`src/rtl/sobel_line_scheduler.sv`:
```
// ---------------------------------------------------------------------------
// sobel_line_scheduler
//
// Packs a stream of binary Sobel edge pixels into bytes (MSB first), collects
// one image line per half of a two-line ping-pong buffer, and hands each
// completed line to a UDP sender as a packet: two header bytes carrying the
// line number, followed by LINE_BYTES payload bytes.
//
// Ports
//   clk          in   single clock for all logic
//   rst_p        in   asynchronous, active-high reset
//   sobel_valid  in   pixel strobe
//   sobel_vsync  in   frame sync, rising edge starts a frame
//   sobel        in   binary edge pixel
//   tx_ready     in   UDP sender idle
//   tx_req       in   byte pull from the UDP sender
//   tx_start     out  one-cycle packet-start pulse
//   tx_data      out  packet byte (registered)
//   tx_data_len  out  constant LINE_BYTES+2
//   tx_done      out  one-cycle pulse after the last byte is delivered
//   overflow     out  one-cycle pulse on the first pixel of a dropped line
//
// Build option
//   FRAME_END_FLAG_EN : when defined, header bit 15 marks the last line of
//                       the frame (IMAGE_HEIGHT-1); otherwise bit 15 is 0.
// ---------------------------------------------------------------------------
module sobel_line_scheduler #(
    parameter int IMAGE_WIDTH  = 1280,
    parameter int IMAGE_HEIGHT = 720,
    parameter int LINE_BYTES   = IMAGE_WIDTH / 8
) (
    input  logic        clk,
    input  logic        rst_p,
    input  logic        sobel_valid,
    input  logic        sobel_vsync,
    input  logic        sobel,
    input  logic        tx_ready,
    input  logic        tx_req,
    output logic        tx_start,
    output logic [7:0]  tx_data,
    output logic [15:0] tx_data_len,
    output logic        tx_done,
    output logic        overflow
);

    localparam int PW = $clog2(IMAGE_WIDTH);
    localparam int BW = (LINE_BYTES > 1) ? $clog2(LINE_BYTES) : 1;
    localparam int AW = $clog2(2 * LINE_BYTES);
    localparam logic [PW-1:0] LAST_PIX  = PW'(IMAGE_WIDTH - 1);
    localparam logic [BW-1:0] LAST_BYTE = BW'(LINE_BYTES - 1);
    localparam logic [15:0]   LAST_LINE = 16'(IMAGE_HEIGHT - 1);
    localparam logic [AW-1:0] HALF_OFS  = AW'(LINE_BYTES);

    typedef enum logic [2:0] {
        IDLE    = 3'd0,
        REQ     = 3'd1,
        HDR_H   = 3'd2,
        HDR_L   = 3'd3,
        PAYLOAD = 3'd4,
        DONE    = 3'd5
    } txState_t;

    logic              vsyncPrev_q;
    logic              vsyncRise;
    logic              frameActive_q, frameActive_d;
    logic              frameDone_q, frameDone_d;
    logic              dropLine_q, dropLine_d;
    logic              lineDrop;
    logic [PW-1:0]     pixCount_q, pixCount_d;
    logic [6:0]        shift_q, shift_d;
    logic [15:0]       lineCount_q, lineCount_d;
    logic              wrHalf_q, wrHalf_d;
    logic [1:0]        full_q, full_d;
    logic [1:0][15:0]  lineNum_q, lineNum_d;

    logic              memWe;
    logic [AW-1:0]     memAddr;
    logic [7:0]        memData;
    logic [7:0]        mem_q [2*LINE_BYTES];

    txState_t          state_q, state_d;
    logic              rdHalf_q, rdHalf_d;
    logic [BW-1:0]     byteIdx_q, byteIdx_d;
    logic [7:0]        txData_q, txData_d;
    logic [15:0]       header;
    logic [AW-1:0]     rdAddr;
    logic              releaseHalf;

    assign vsyncRise   = sobel_vsync & ~vsyncPrev_q;
    assign releaseHalf = (state_q == DONE);
    assign tx_start    = (state_q == REQ);
    assign tx_done     = (state_q == DONE);
    assign tx_data     = txData_q;
    assign tx_data_len = 16'(LINE_BYTES + 2);

    // Write side: pixel packing, line commit/drop and line numbering.
    // The DONE release is applied to full_d before the commit/drop decisions,
    // so a half freed this cycle is already seen as empty and a commit to the
    // same half lands on top of the release instead of being lost.
    always_comb begin
        frameActive_d = frameActive_q;
        frameDone_d   = frameDone_q;
        dropLine_d    = dropLine_q;
        pixCount_d    = pixCount_q;
        shift_d       = shift_q;
        lineCount_d   = lineCount_q;
        wrHalf_d      = wrHalf_q;
        full_d        = full_q;
        lineNum_d     = lineNum_q;
        lineDrop      = dropLine_q;
        overflow      = 1'b0;
        memWe         = 1'b0;
        memAddr       = (wrHalf_q ? HALF_OFS : '0) + AW'(pixCount_q >> 3);
        memData       = {shift_q, sobel};

        if (releaseHalf) begin
            full_d[rdHalf_q] = 1'b0;
        end

        if (vsyncRise) begin
            frameActive_d = 1'b1;
            frameDone_d   = 1'b0;
            dropLine_d    = 1'b0;
            pixCount_d    = '0;
            lineCount_d   = '0;
        end else if (sobel_valid && frameActive_q && !frameDone_q) begin
            shift_d = {shift_q[5:0], sobel};
            if (pixCount_q == '0 && full_d[wrHalf_q]) begin
                overflow = 1'b1;
                lineDrop = 1'b1;
            end
            dropLine_d = lineDrop;
            if (!lineDrop && pixCount_q[2:0] == 3'd7) begin
                memWe = 1'b1;
            end
            if (pixCount_q == LAST_PIX) begin
                pixCount_d = '0;
                dropLine_d = 1'b0;
                if (!lineDrop) begin
                    full_d[wrHalf_q]    = 1'b1;
                    lineNum_d[wrHalf_q] = lineCount_q;
                    wrHalf_d            = ~wrHalf_q;
                end
                if (lineCount_q == LAST_LINE) begin
                    frameDone_d = 1'b1;
                end else begin
                    lineCount_d = lineCount_q + 16'd1;
                end
            end else begin
                pixCount_d = pixCount_q + PW'(1);
            end
        end
    end

    // Write-side state register.
    always_ff @(posedge clk or posedge rst_p) begin
        if (rst_p) begin
            vsyncPrev_q   <= 1'b0;
            frameActive_q <= 1'b0;
            frameDone_q   <= 1'b0;
            dropLine_q    <= 1'b0;
            pixCount_q    <= '0;
            shift_q       <= '0;
            lineCount_q   <= '0;
            wrHalf_q      <= 1'b0;
            full_q        <= '0;
            lineNum_q     <= '0;
        end else begin
            vsyncPrev_q   <= sobel_vsync;
            frameActive_q <= frameActive_d;
            frameDone_q   <= frameDone_d;
            dropLine_q    <= dropLine_d;
            pixCount_q    <= pixCount_d;
            shift_q       <= shift_d;
            lineCount_q   <= lineCount_d;
            wrHalf_q      <= wrHalf_d;
            full_q        <= full_d;
            lineNum_q     <= lineNum_d;
        end
    end

    // Line buffer storage; its content is only meaningful behind a full flag.
    always_ff @(posedge clk) begin
        if (memWe) begin
            mem_q[memAddr] <= memData;
        end
    end

    // TX FSM next state. Each accepted tx_req loads the next byte into the
    // output register, so the byte appears on the cycle after the request.
    always_comb begin
        state_d   = state_q;
        rdHalf_d  = rdHalf_q;
        byteIdx_d = byteIdx_q;
        txData_d  = txData_q;
        rdAddr    = (rdHalf_q ? HALF_OFS : '0) + AW'(byteIdx_q);
`ifdef FRAME_END_FLAG_EN
        header = {(lineNum_q[rdHalf_q] == LAST_LINE), lineNum_q[rdHalf_q][14:0]};
`else
        header = lineNum_q[rdHalf_q] & 16'h7FFF;
`endif
        case (state_q)
            IDLE: begin
                if (full_q[rdHalf_q] && tx_ready) begin
                    state_d = REQ;
                end
            end
            REQ: begin
                state_d = HDR_H;
            end
            HDR_H: begin
                if (tx_req) begin
                    txData_d = header[15:8];
                    state_d  = HDR_L;
                end
            end
            HDR_L: begin
                if (tx_req) begin
                    txData_d = header[7:0];
                    state_d  = PAYLOAD;
                end
            end
            PAYLOAD: begin
                if (tx_req) begin
                    txData_d = mem_q[rdAddr];
                    if (byteIdx_q == LAST_BYTE) begin
                        state_d = DONE;
                    end else begin
                        byteIdx_d = byteIdx_q + BW'(1);
                    end
                end
            end
            DONE: begin
                rdHalf_d  = ~rdHalf_q;
                byteIdx_d = '0;
                state_d   = IDLE;
            end
            default: begin
                state_d = IDLE;
            end
        endcase
    end

    // TX FSM state register.
    always_ff @(posedge clk or posedge rst_p) begin
        if (rst_p) begin
            state_q   <= IDLE;
            rdHalf_q  <= 1'b0;
            byteIdx_q <= '0;
            txData_q  <= '0;
        end else begin
            state_q   <= state_d;
            rdHalf_q  <= rdHalf_d;
            byteIdx_q <= byteIdx_d;
            txData_q  <= txData_d;
        end
    end

endmodule

```
`config.mk`:
```
export PLATFORM = sky130hd
export DESIGN_NAME = sobel_line_scheduler
export DESIGN_NICKNAME = d
export VERILOG_FILES = /design/src/rtl/sobel_line_scheduler.sv
export SDC_FILE = /design/constraint.sdc
export NUM_CORES = 2
export LEC_CHECK = 0
export BUFFER_PORTS_ARGS = -buffer_cell sky130_fd_sc_hd__buf_2
export CORE_MARGIN = 5
export CORE_UTILIZATION = 30
export DETAILED_ROUTE_END_ITERATION = 12
export PLACE_DENSITY = 0.52
export SETUP_SLACK_MARGIN = 0.15
export SYNTH_ARGS = -nofsm -noshare
export SYNTH_HDL_FRONTEND = slang
export SYNTH_SLANG_ARGS = --single-unit
```
`constraint.sdc`:
```
create_clock -name clk -period 5.1 [get_ports clk]
set_clock_uncertainty 0.2 [all_clocks]
set_input_delay 0 -clock clk [delete_from_list [all_inputs] [get_ports clk]]
set_output_delay 0 -clock clk [all_outputs]
set_load 0.1 [all_outputs]
```
# Yosys cells after proc, flatten, opt, wreduce, memory -nomap -nowiden
# Memory sizes are Yosys's and may differ from the RTL's.
# Cells that the tools add are included.
[word_totals]
elab_cells = 131
memories = 1
mem_bits_rw = 2560
regBits = 93
in_bits = 7
output_inout_bits = 27
[classes]
order_cmp = 4
n_bitwise = 9
reduce_logical = 23
n_mux = 58
add_sub_neg = 5
n_eq_ne = 16
[memory_table]
columns = ["name", "depth", "word_bits", "rd", "rd_clocked_by_memory_dff", "write_ports", "line_no", "rtl"]
rows = [
  ["mem_q", 320, 8, 1, 0, 1, "79", "logic [7:0] mem_q [2*LINE_BYTES];"],
]
[ops]
columns = ["op", "count"]
rows = [
  ["$mux 16", 5],
  ["$mux 8", 7],
  ["$mux 11", 3],
  ["$bwmux 32", 1],
  ["$mux 15", 2],
  ["$mux 1", 24],
  ["$pmux 8 s3", 1],
  ["$add 8x8->9", 2],
  ["$add 16x1->16 const B", 1],
  ["$demux 16 s1", 1],
  ["$eq 16x10->1 const B", 1],
  ["$pmux 8 s2", 1],
  ["$mux 3", 5],
  ["$pmux 3 s5", 1],
  ["$ne 2x2->1 const B", 7],
  ["$add 11x1->11 const B", 1],
  ["$eq 11x11->1 const B", 1],
  ["$logic_not 11->1", 1],
  ["$mux 2", 5],
  ["$eq 3x3->1 const B", 3],
  ["$reduce_and 3->1", 3],
  ["$add 8x1->8 const B", 1],
  ["$eq 8x8->1 const B", 1],
  ["$reduce_and 4->1", 2],
  ["17 further kinds", 35],
]

# Logic depth before layout (Yosys ltp)
[depth]
ltp_word = 20
mapped_depth = 13
depth_no_buf = 9

# Worst setup path before layout
# OpenSTA, ideal clock, no wires.
[synth_timing]
kind = "register to register"
start = "register shift_q[0]"
end = "memory mem_q[0][1] (data pin)"
path_slack_ns = 0.033
t_required_ns = 3.945
path_buffers = 0
path_stages_with_launch = 1
arrival_time_ns = 3.911
synth_period_minus_slack_ns = 5.067
cell_sequence = "dfrtp_1"
[synth_rtl]
columns = ["element", "line_no", "rtl"]
rows = [
  ["start, declared", "70", "logic [6:0] shift_q, shift_d;"],
  ["start signal, assigned", "174", "shift_q <= shift_d;"],
  ["end, declared", "79", ""],
]
# Straight into the memory's write port.

# Final worst setup path
[layout_timing]
start = "register byteIdx_q[0]"
end = "register txData_q[3], in the netlist tx_data[3]"
[layout_between]
elab_chain_len = 4
[layout_rtl]
columns = ["element", "line_no", "rtl"]
rows = [
  ["start, declared", "83", "logic [BW-1:0] byteIdx_q, byteIdx_d;"],
  ["start signal, assigned", "254", "byteIdx_q <= byteIdx_d;"],
  ["$add 8x8->9", "196", "rdAddr = (rdHalf_q ? HALF_OFS : '0) + AW'(byteIdx_q);"],
  ["$mem_v2 320x8", "-", ""],
  ["$mux 8", "224", "if (tx_req) begin"],
  ["$pmux 8 s3", "202", "case (state_q)"],
  ["end signal, assigned", "255", "txData_q <= txData_d;"],
  ["end, declared", "84", "logic [7:0] txData_q, txData_d;"],
]
# Every way passes these cells. The select of a mux whose other input is x is not followed.
# A chain may end at the register's enable or synchronous reset.

==> results.txt <==
status = finished with violations
violated checks = slew limit
GP Congestion = 0.824
pre-CTS WS = 272 ps
Final Max Slew Viols = 64
leak pwr = 38.0 nW
Setup-failing EPs final = 0
layout cell share with drive strength beyond 1 = 0.241
clock network power share = 0.422
most common cell in the netlist = edfxtp_1
P&R area growth vs syn = 15.2%
Syn Std Cell Area = 104,000 um2
Critical Path Max Stage Delay = 1180 ps
Post-synth EDFFs = 2,560
critical path class = reg2reg
Critical Path Most Common Cell = buf_12
clock sinks = 2,651
routed len/inst = 30.8 um
final instance area = 120,000 um2
crit share post-route = 0.927
total power = 49.6 mW
CTS H-tree depth = 5
CTS Buffer Depth = 4
Least-Margin Pin Slew = 1600 ps
Critical Path Source Type = flip-flop
CTS tree = yes
cts bufs inserted = 293
clock latency on the worst-skew pair = 870 ps
Root Buffer Master = clkbuf_16
DIE AREA = 360,000 um2
switch share = 0.226
WP data required = 5630 ps
RSZ-0062 raised after global routing = false
DRT Pass-1 Iters = 5
Die Y = 600 um
Nets = 5,398
Placed Area = 111,000 um2
Seq pwr share = 0.530
P_int = 38.4 mW
first-pass GRT wire length = 436,000 um
switching pwr = 11.2 mW
final worst path period need = 4730 ps
largest net degree at the start of global routing = 209
Max FO, Critical Path = 25
pwr dens = 412 nW/um2
DR vias/cell = 5.24
initial DRC count = 6,821
Comb pwr share = 0.049
cells after synthesis = 5,118
DRT antenna net count = 0
endpoints failing hold = 0
Core ar. = 346,000 um2
DRC = 0
ranking of synthesized cells by area = edfxtp_1, mux4_2, dfrtp_1
Reg clk slew, reported paths = 60 ps
Async SR Flop Fraction = 0.0343
PortBufs = 17
total global routing track utilization = 0.171
vias in the first global route = 53,400
Yosys cell types = 94
Post-DP HPWL = 190,000 um
Most used DFF post-synth = edfxtp_1
Starting Density = 0.301
WL final = 314,000 um
area leader, netlist = edfxtp_1
grt total ovfl = 0
die width = 600 um
register bit total from synthesis = 2,651
IO Count = 34
TNS Setup = 0 ps
fmax = 0.212 GHz
post-route setup slack = 373 ps
max-cap violations = 0
Avg Synthesized Cell Area = 20.4 um2
CP Data Arrival Time = 5260 ps
via count = 53,400
CP Cell Sequence = buf_12, buf_4, nor2b_1, buf_12, a22oi_1, a31oi_1, nand3_1, nor4_1, or3_1, a31oi_2
top-area cell type share of the netlist area = 0.736
Crit-path slowest cell = nor4_1
Worst VDD drop = 0.496 mV
CP Capture Type = flip-flop
worst min-delay path class = in2reg
register area share after synthesis = 0.758
Yosys Warn Count = 0
num rows = 216
initial antenna violation count = 24
Max-slew headroom = -0.0635
Synth top cells by count = edfxtp_1, mux4_2, nor2_1
-- power by group through the flow --
stage                     logic, mW  clock network (mW)  registers (mW)
after floorplan               0.123                   0            27.6
after global placement         2.37                   0            26.7
after detailed placement       2.48                   0            26.7
after CTS                      2.47                21.2            26.3
final                          2.41                20.9            26.3
after global routing           2.58                22.2            26.3
-- registers in the layout, indices dropped and copies added (netlist names), 2 cells and up --
| name | count |
|---|---|
| lineNum_q | 30 |
| tx_data | 8 |
| state_q | 3 |
| full_q | 2 |
| shift_q | 7 |
| pixCount_q | 11 |
| lineCount_q | 16 |
| mem_q | 2560 |
| byteIdx_q | 8 |
-- layer usage --
layer / vias to the layer above / routed length, um / GRT usage
met5: - / 23 / 0
met4: 4 / 9400 / 0.0503
met3: 492 / 27300 / 0.0389
met2: 2523 / 146000 / 0.269
met1: 28700 / 131000 / 0.237
li1: 21700 / - / -
-- through the flow --
step                instances   util  hold slack, ps
floorplan                5132      -            -169
global placement         9654  0.320           -74.6
detailed placement       9654  0.320           -75.6
CTS                     10200  0.347            11.1
global route            10200  0.347             114
finish                  10200  0.347            54.2
-- layout by cell type (no fill, tap or decap), types with 22 or more instances in the layout --
master	instances
a211oi_1	42
a21oi_1	73
a221oi_1	22
a22o_1	24
a22oi_1	98
buf_12	43
buf_4	213
bufinv_16	28
clkbuf_1	60
clkbuf_16	300
clkinv_1	47
clkinv_2	50
dfrtp_1	79
edfxtp_1	2560
mux2_2	48
mux2i_1	221
mux4_1	26
mux4_2	551
nand2_1	147
nand3_1	42
nor2_1	407
o21ai_0	35
o221ai_1	28
o22ai_1	44
-- layout make-up --
cell class | instances | area [um2]
Multi-Input combinational cell | 2136 | 23300
Tap cell | 4578 | 5730
Fill cell | 32200 | 226000
Clock inverter | 153 | 1640
Antenna cell | 8 | 20.0
Inverter | 16 | 65.1
Clock buffer | 361 | 7750
Sequential cell | 2651 | 79200
Timing Repair Buffer | 282 | 2650
-- cells by family (layout without fill, tap and decap cells) --
| logic type | Yosys count | count (layout) | share of synthesized area |
|---|---|---|---|
| flops | 2651 | 2651 | 0.758 |
| buf+inv | 345 | 812 | 0.0213 |
| compound gates | 467 | 467 | 0.0323 |
| mux | 853 | 853 | 0.153 |
| fa+ha+maj | 11 | 11 | 0.00132 |
| xor+xnor | 28 | 28 | 0.00235 |
| other cells | 2 | 24 | 0.0000719 |
| simple gates | 761 | 761 | 0.0321 |
-- path summary, 6_finish.rpt --
| kind | start | end | slack (ps) | cells after the start |
|---|---|---|---|---|
| min reg2reg | lineNum_q[21] | lineNum_q[21] | 290 | 2 |
| min in group asynchronous | rst_p | vsyncPrev_q | 220 | 4 |
| min | sobel_valid | dropLine_q | 50 | 6 |
| max | byteIdx_q[0] | tx_data[3] | 370 | 10 |
| max reg2reg | byteIdx_q[0] | tx_data[3] | 370 | 10 |
| max in group asynchronous | rst_p | byteIdx_q[2] | 3340 | 5 |
-- worst max-delay path, delay by kind of cell, from the launching register on --
kind	cells	cell delay, ps
AND/OR/NAND/NOR	4	2470
buffers and inverters	3	770
flip-flops	1	730
AO/OA/AOI/OAI	3	380
-- what timing repair did --
item | in CTS | in global routing
gates resized for setup | 0 | 0
setup buffers | 0 | 0
hold endpoints to repair | 380 | 0
hold buffers | 9 | 0
(Power assumes the default switching activity.)
